<file path="src/rtl/sdram_refresh_sched.sv">
// SDRAM auto-refresh scheduler.
// An interval timer earns refresh credits (debt). A request goes to the
// arbiter while debt is outstanding. Each grant runs an optional
// PRECHARGE-ALL followed by a burst of up to REF_BURST AUTO-REFRESH commands,
// with tRP and tRFC spacing.
//
// Arbiter handshake: ref_rq is a level request that stays high while the
// scheduler is idle with debt outstanding. ref_en is a one-cycle grant. It is
// accepted only when the scheduler is idle and debt is non-zero, and it is
// ignored at all other times. ref_rq drops the cycle after the grant is
// accepted. ref_end pulses for one cycle when the sequence has finished.
module sdram_refresh_sched #(
  parameter int ADDR_WIDTH   = 12,
  parameter int REF_INTERVAL = 750,
  parameter int REF_BURST    = 1,
  parameter int T_RP         = 2,
  parameter int T_RFC        = 7,
  parameter int MAX_DEBT     = 8,
  parameter int PRECHARGE_EN = 1
) (
  input  logic                  clk,
  input  logic                  rst_n,
  input  logic                  init_end,
  input  logic                  ref_en,
  output logic                  ref_rq,
  output logic                  ref_urgent,
  output logic                  ref_busy,
  output logic                  ref_end,
  output logic                  ref_err,
  output logic [3:0]            debt,
  output logic [3:0]            sdram_cmd,
  output logic [ADDR_WIDTH-1:0] ref_addr
);

  localparam logic [3:0] CMD_PRE  = 4'b0010;
  localparam logic [3:0] CMD_AREF = 4'b0001;
  localparam logic [3:0] CMD_NOP  = 4'b0111;

  localparam int TW = $clog2(REF_INTERVAL + 1);
  localparam int WW = $clog2(T_RP + T_RFC + 1);

  localparam logic [TW-1:0] CNT_LAST = TW'(REF_INTERVAL - 1);
  // Last wait-counter value of each NOP gap. A gap of length 0 skips its
  // state entirely, so the clamp only keeps the constant legal.
  localparam logic [WW-1:0] RP_LAST  = WW'((T_RP  > 1) ? T_RP  - 2 : 0);
  localparam logic [WW-1:0] RFC_LAST = WW'((T_RFC > 1) ? T_RFC - 2 : 0);
  localparam logic [3:0]    DEBT_MAX = 4'(MAX_DEBT);
  localparam logic [3:0]    DEBT_URG = 4'(MAX_DEBT - 1);
  localparam logic [3:0]    BURST_N  = 4'(REF_BURST);

  typedef enum logic [2:0] {
    S_IDLE,
    S_PRE,
    S_WAIT_RP,
    S_AREF,
    S_WAIT_RFC,
    S_DONE
  } state_t;

  state_t        state_q, state_d;
  logic [TW-1:0] cnt_q, cnt_d;
  logic [3:0]    debt_q, debt_d;
  logic [3:0]    burst_q, burst_d;
  logic [WW-1:0] wait_q, wait_d;
  logic [3:0]    cmd_q, cmd_d;
  logic          rq_q, rq_d;
  logic          busy_q, busy_d;
  logic          end_q, end_d;
  logic          err_q, err_d;

  logic tick;
  logic grant;
  logic aref_issue;
  logic more;

  // Interval timer: runs only while init_end is high and wraps on the tick.
  always_comb begin
    tick = init_end && (cnt_q == CNT_LAST);
    if (!init_end || tick) cnt_d = '0;
    else                   cnt_d = cnt_q + TW'(1);
  end

  // Credit bookkeeping: earn on the tick, spend on each AREF, saturate at MAX_DEBT.
  always_comb begin
    grant      = (state_q == S_IDLE) && ref_en && (debt_q != 4'd0);
    aref_issue = (state_q == S_AREF);
    debt_d     = debt_q;
    err_d      = err_q;
    if (tick && !aref_issue) begin
      if (debt_q >= DEBT_MAX) err_d  = 1'b1;
      else                    debt_d = debt_q + 4'd1;
    end else if (aref_issue && !tick) begin
      debt_d = debt_q - 4'd1;
    end
  end

  // Sequencer next state. The burst continues only while the post-update
  // debt is non-zero, so an AREF is never issued without a credit.
  always_comb begin
    state_d = state_q;
    wait_d  = wait_q;
    burst_d = burst_q + {3'b000, aref_issue};
    more    = (burst_d < BURST_N) && (debt_d != 4'd0);
    case (state_q)
      S_IDLE: begin
        if (grant) state_d = (PRECHARGE_EN != 0) ? S_PRE : S_AREF;
      end
      S_PRE: begin
        wait_d = '0;
        if (T_RP > 1) state_d = S_WAIT_RP;
        else          state_d = S_AREF;
      end
      S_WAIT_RP: begin
        if (wait_q == RP_LAST) state_d = S_AREF;
        else                   wait_d  = wait_q + WW'(1);
      end
      S_AREF: begin
        wait_d = '0;
        if (T_RFC > 1) state_d = S_WAIT_RFC;
        else           state_d = more ? S_AREF : S_DONE;
      end
      S_WAIT_RFC: begin
        if (wait_q == RFC_LAST) state_d = more ? S_AREF : S_DONE;
        else                    wait_d  = wait_q + WW'(1);
      end
      S_DONE: begin
        state_d = S_IDLE;
        burst_d = 4'd0;
      end
      default: state_d = S_IDLE;
    endcase
  end

  // Registered outputs, decoded from the next state so that they line up with it.
  always_comb begin
    case (state_d)
      S_PRE:   cmd_d = CMD_PRE;
      S_AREF:  cmd_d = CMD_AREF;
      default: cmd_d = CMD_NOP;
    endcase
    busy_d = (state_d != S_IDLE);
    end_d  = (state_d == S_DONE);
    rq_d   = (state_q == S_IDLE) && (debt_q != 4'd0) && !grant;
  end

  // All state and outputs update here; reset aborts any running sequence.
  always_ff @(posedge clk) begin
    if (!rst_n) begin
      state_q <= S_IDLE;
      cnt_q   <= '0;
      debt_q  <= 4'd0;
      burst_q <= 4'd0;
      wait_q  <= '0;
      cmd_q   <= CMD_NOP;
      rq_q    <= 1'b0;
      busy_q  <= 1'b0;
      end_q   <= 1'b0;
      err_q   <= 1'b0;
    end else begin
      state_q <= state_d;
      cnt_q   <= cnt_d;
      debt_q  <= debt_d;
      burst_q <= burst_d;
      wait_q  <= wait_d;
      cmd_q   <= cmd_d;
      rq_q    <= rq_d;
      busy_q  <= busy_d;
      end_q   <= end_d;
      err_q   <= err_d;
    end
  end

  assign ref_rq     = rq_q;
  assign ref_urgent = (debt_q >= DEBT_URG);
  assign ref_busy   = busy_q;
  assign ref_end    = end_q;
  assign ref_err    = err_q;
  assign debt       = debt_q;
  assign sdram_cmd  = cmd_q;
  assign ref_addr   = {{(ADDR_WIDTH-1){1'b0}}, 1'b1} << 10;

endmodule

</file>
<file path="config.mk">
export PLATFORM = sky130hd
export DESIGN_NAME = sdram_refresh_sched
export DESIGN_NICKNAME = d
export VERILOG_FILES = /design/src/rtl/sdram_refresh_sched.sv
export SDC_FILE = /design/constraint.sdc
export NUM_CORES = 1
export LEC_CHECK = 0
export CORE_ASPECT_RATIO = 1.2
export CORE_MARGIN = 2
export CORE_UTILIZATION = 46
export DETAILED_ROUTE_END_ITERATION = 6
export PLACE_DENSITY = 0.76
export SYNTH_ARGS = -nofsm -noshare
export SYNTH_HDL_FRONTEND = slang
export SYNTH_SLANG_ARGS = --single-unit
export TNS_END_PERCENT = 10
</file>
<file path="constraint.sdc">
create_clock -name clk -period 2.9 [get_ports clk]
set_input_delay 0.435 -clock clk [delete_from_list [all_inputs] [get_ports clk]]
set_output_delay 0.435 -clock clk [all_outputs]
set_load 0.03 [all_outputs]
</file>
Yosys cells after proc, flatten, opt, wreduce, memory -nomap -nowiden. Index checks and enable logic that the tools add are counted.

Flip-flop bits (word level): 33. Input bits: 4. Output and inout bits: 25. Word-level logic and storage cells: 67.

Add/subtract/negate cells: 5. $lt $le $gt $ge: 3. Equal/unequal tests: 12. Mux-type cells: 12. Bitwise logic cells: 1. Reduce and logical (&&, ||, !) cells: 24.

Operators by type and width (count): $mux W4 (5); $pmux W3 S5 (1); $mux W3 (4); $pmux W4 S3 (1); $add A10 B1 Y10 const B (1); $eq A10 B10 Y1 const B (1); $eq A3 B2 Y1 const B (3); $eq A3 B3 Y1 const B (3); $add A4 B1 Y4 const B (2); $logic_and A1 B1 Y1 (8); $reduce_bool A4 Y1 (2); $eq A3 B1 Y1 const B (2); $pmux W3 S2 (1); $reduce_bool A3 Y1 (2); $reduce_or A2 Y1 (3); $add A4 B1 Y4 (1); $eq A4 B3 Y1 const B (1); $ge A4 B3 Y1 const B (1); $ge A4 B4 Y1 const B (1); $logic_not A1 Y1 (4); $logic_not A4 Y1 (1); $lt A4 B1 Y1 const B (1); $ne A2 B2 Y1 const B (2); $sub A4 B1 Y4 const B (1); other kinds (5) (5).

Longest topological paths before layout.
Depth after elaboration: 13. Gate-level depth with buffers: 11. Gate-level depth less buffers: 9.

Worst setup path before layout. OpenSTA, ideal clock, no wires.

Kind: register to register. Start point: register state_q[0]. End point: register cmd_q[1] (netlist: sdram_cmd[1]). Setup time: 0.132 ns. Data arrival time: 1.895 ns. Required time: 2.768 ns. Slack: 0.873 ns. Cell stages (with the launch flop): 12. Buffers on the path: 2. Clock period less this slack: 2.027 ns. Cell sequence: dfxtp_1 > buf_4 > nand3b_1 > inv_1 > buf_6 > ha_1 > ha_1 > nor3_1 > a31o_2 > nand4_1 > a311oi_2 > o21ai_0.

Cells in the longest elaborated chain, start to end: 11.

RTL lines: start: declaration (RTL line 60) `state_t state_q, state_d;`; start signal: assignment (RTL line 160) `state_q <= state_d;`; branches (longest 8 deep; another with $add A4 B1 Y4); $pmux W3 S5 * (RTL line 104) `case (state_q)`; $eq A3 B2 Y1 or $eq A3 B1 Y1 (tied branches) (RTL line 136) `case (state_d)`; $pmux W3 S2 * (RTL line 136); end signal: assignment (RTL line 165) `cmd_q <= cmd_d;`; end: declaration (RTL line 65) `logic [3:0] cmd_q, cmd_d;`.

Mark *: on every way between the ends. A chain may end at the register's enable or synchronous reset.

Worst setup path after layout.
Start point: input port init_end. End point: register end_q (netlist: ref_end).

Cells in the longest elaborated chain, start to end: 11.

RTL lines: start: declaration (RTL line 23) `input logic init_end,`; $logic_and A1 B1 Y1 * (RTL line 78) `tick = init_end && (cnt_q == CNT_LAST);`; $logic_not A1 Y1 (RTL line 92) `end else if (aref_issue && !tick) begin`; $logic_and A1 B1 Y1 (RTL line 92); $mux W4 (RTL line 92); $mux W4 * (RTL line 89) `if (tick && !aref_issue) begin`; $reduce_bool A4 Y1 * (RTL line 103) `more = (burst_d < BURST_N) && (debt_d != 4'd0);`; $logic_and A1 B1 Y1 * (RTL line 103); $mux W3 * (2 in series) (RTL line 123) `if (wait_q == RFC_LAST) state_d = more ? S_AREF : S_DONE;`; $pmux W3 S5 * (RTL line 104); $eq A3 B3 Y1 * (RTL line 142) `end_d = (state_d == S_DONE);`; end signal: assignment (RTL line 168) `end_q <= end_d;`; end: declaration (RTL line 68) `logic end_q, end_d;`.

Mark *: on every way between the ends. The rest lies on a longest branch, timed or not.

==> results.ini <==
[sta]
fin_crit_sh = 0.799
clock.fmax_mhz = 431
fin_tns_setup_ns = 0
fin_crit_ns = 2.32
rsz0062_at_grt = no
drv_slew = 0
setup_viol = 0
worst-slew-pin-transition_ns = 0.652
finalHoldViolations = 0
relSlewSlack = 0.554
final.setup_skew_ns = 0.00278

[cts]
clk_pin_slew_worst_paths_ns = 0.06
cts-resized-gates = 0
clockBufferDepth = 2
cts_tree = done
insertion_delay_ns = 0.28
htree_levels = 2
post-cts-setup-buffers = 0
clock_sinks = 32
cts_root_buf = clkbuf_8
holdBufCountCts = 0
numCtsBuffers = 5

[global_route]
grt_use_total = 0.165
antenna_found_initial = 0
grt_pass1_wl_um = 5470
grt_pass1_vias = 1197
grt-ovfl-total = 0
grt_max_degree = 19

[route]
via_per_inst = 5.12
ant_nets = 0
avgRoutedWirePerCell_um = 11.9
drt_iter0_drc = 48
num_vias = 1414
drc = 0
wl_um = 3290
firstDrtPassIters = 4

[pwr]
p_per_area_nw_per_um2 = 498
p_leak_uw = 0.000768
peakVddDrop_uv = 328
power_uw = 993

[worst_setup_path]
crit_fanout = 9
critPathMaxStageDelay_ns = 0.55
critical-path-slowest-cell = clkdlybuf4s50_1
cp_data_arrival_time_ns = 2.51
cp_data_required_time_ns = 3.10
end_kind = flop
crit_chain = clkdlybuf4s50_1, nand4b_2, nor3_4, nor2_1, a211oi_1, nand4_1, a21boi_0
crit_type = primary input to flop
critPathLaunchType = primary input

[placement]
gp_congestion = 0.825
port_buffers = 15
dp_hpwl_um = 2340

[outcome]
status = completed

[synth]
synthTopCellsByCount = 32 x dfxtp_1, 22 x nor2_1, 15 x buf_4
yosys_warnings = 0
synth_area_sq_um = 1780
seq_area_frac_synth = 0.360
synth_top_cell_by_area = dfxtp_1
async_flop_share = 0
synth_flop_cell = dfxtp_1
synth.most_common_cell = dfxtp_1
synth.area.top_cells = dfxtp_1 36%, buf_4 6.3%, ha_1 6.3%
synth_area_per_cell_sq_um = 8.64
synth_top_area_share = 0.360
synth_edf_count = 0
syn_inst = 206
yosysUniqueCellTypes = 43
ys_ff_latch = 32

[floorplan]
num_io_pins = 29
rows = 24
die_y_um = 72.2
die_w_um = 60.8
dieArea_sq_um = 4390
initial_utilization = 0.486
placeableCoreArea_sq_um = 3660

[layout]
antenna-diode-count = 0
syn_to_final_growth_pct = 12.0
drive_above_1_share = 0.0670
regArea_sq_um = 641
nNetsFinal = 237
multi_input_area_sq_um = 993
nFillCells = 350

[flow_run]
timing.max_cap.violations = 0

[worst_hold_path]
worst_hold_path_type = flop to flop

==> placed cells by master, fill, tap and decap left out, drive strengths merged, types with 3 or more instances in the layout <==
cell / netlist / routed
a21oi: 9 / 9
and2: 3 / 3
and3: 3 / 3
buf: 19 / 4
clkbuf: 0 / 6
clkdlybuf4s50: 0 / 15
conb: 2 / 13
dfxtp: 32 / 32
ha: 9 / 9
inv: 10 / 10
mux2i: 3 / 3
nand2: 12 / 12
nand3: 12 / 12
nand3b: 5 / 5
nand4: 4 / 4
nor2: 22 / 22
nor2b: 4 / 4
nor3: 8 / 8
o21a: 4 / 4
o21ai: 7 / 7
xnor2: 11 / 11
xor2: 5 / 5
==> report_power, final <==
part / total (uW) / switching (uW) / internal, uW
sequential: 479 / 20.3 / 459
combinational: 200 / 123 / 76.2
clock: 314 / 151 / 163
total: 993 / 295 / 698
==> registers in the layout (all words and copies together), names as in the netlist <==
signal / count
sdram_cmd: 3
ref_busy: 1
ref_rq: 1
ref_err: 1
debt: 4
cnt_q: 10
burst_q: 4
ref_end: 1
state_q: 3
wait_q: 4
==> layout make-up <==
| cell class | instances | area share |
|---|---|---|
| flip-flops and latches | 32 | 0.321 |
| inverters | 10 | 0.0188 |
| multi-input cells | 156 | 0.498 |
| repair buffers | 19 | 0.0903 |
| clock inverters | 1 | 0.00251 |
| clock buffers | 6 | 0.0364 |
| well taps | 52 | 0.0326 |
==> worst paths after layout <==
path,startpoint,endpoint,slack (ns),cells past startpoint
hold reg to reg,cnt_q[0],cnt_q[0],0.49,1
setup reg to reg,state_q[0],ref_end,0.64,8
hold / removal,cnt_q[0],cnt_q[0],0.49,1
setup / recovery,init_end,ref_end,0.58,7
==> per-stage QoR <==
stage                     utilization  std cells  hold slack [ns]  instance area, sq um  setup WS, ns
after floorplan                     -        217            0.445                  1820         0.873
final                           0.544        276            0.488                  1990         0.582
after detailed placement        0.523        269            0.474                  1920         0.368
after global routing            0.544        276            0.501                  1990         0.413
after global placement          0.523        269            0.471                  1920         0.436
after CTS                       0.544        276            0.491                  1990         0.623
==> metal layers <==
metal / routed length [um] / track usage / vias up
li1: - / - / 720
met1: 1550 / 0.231 / 659
met2: 1560 / 0.237 / 29
met3: 124 / 0.0553 / 6
met4: 53 / 0.0604 / 0
met5: 0 / 0 / -
==> kinds of logic (layout without fill, tap and decap cells) <==
family                   after synthesis  in the layout  share of synthesized area
AND/OR/NAND/NOR                       81             81                      0.245
AO/OA/AOI/OAI                         34             34                      0.127
flip-flops                            32             32                      0.360
buffers and inverters                 29             36                      0.105
XOR/XNOR                              16             16                     0.0787
adder cells (fa/ha/maj)                9              9                     0.0632
multiplexers                           3              3                     0.0169
other                                  2             13                    0.00422
==> critical path, delay by kind of cell <==
kind	cells	cell delay (ns)
simple gates	4	0.86
buf+inv	1	0.55
compound gates	2	0.66
Power figures use the tool's default switching activity.
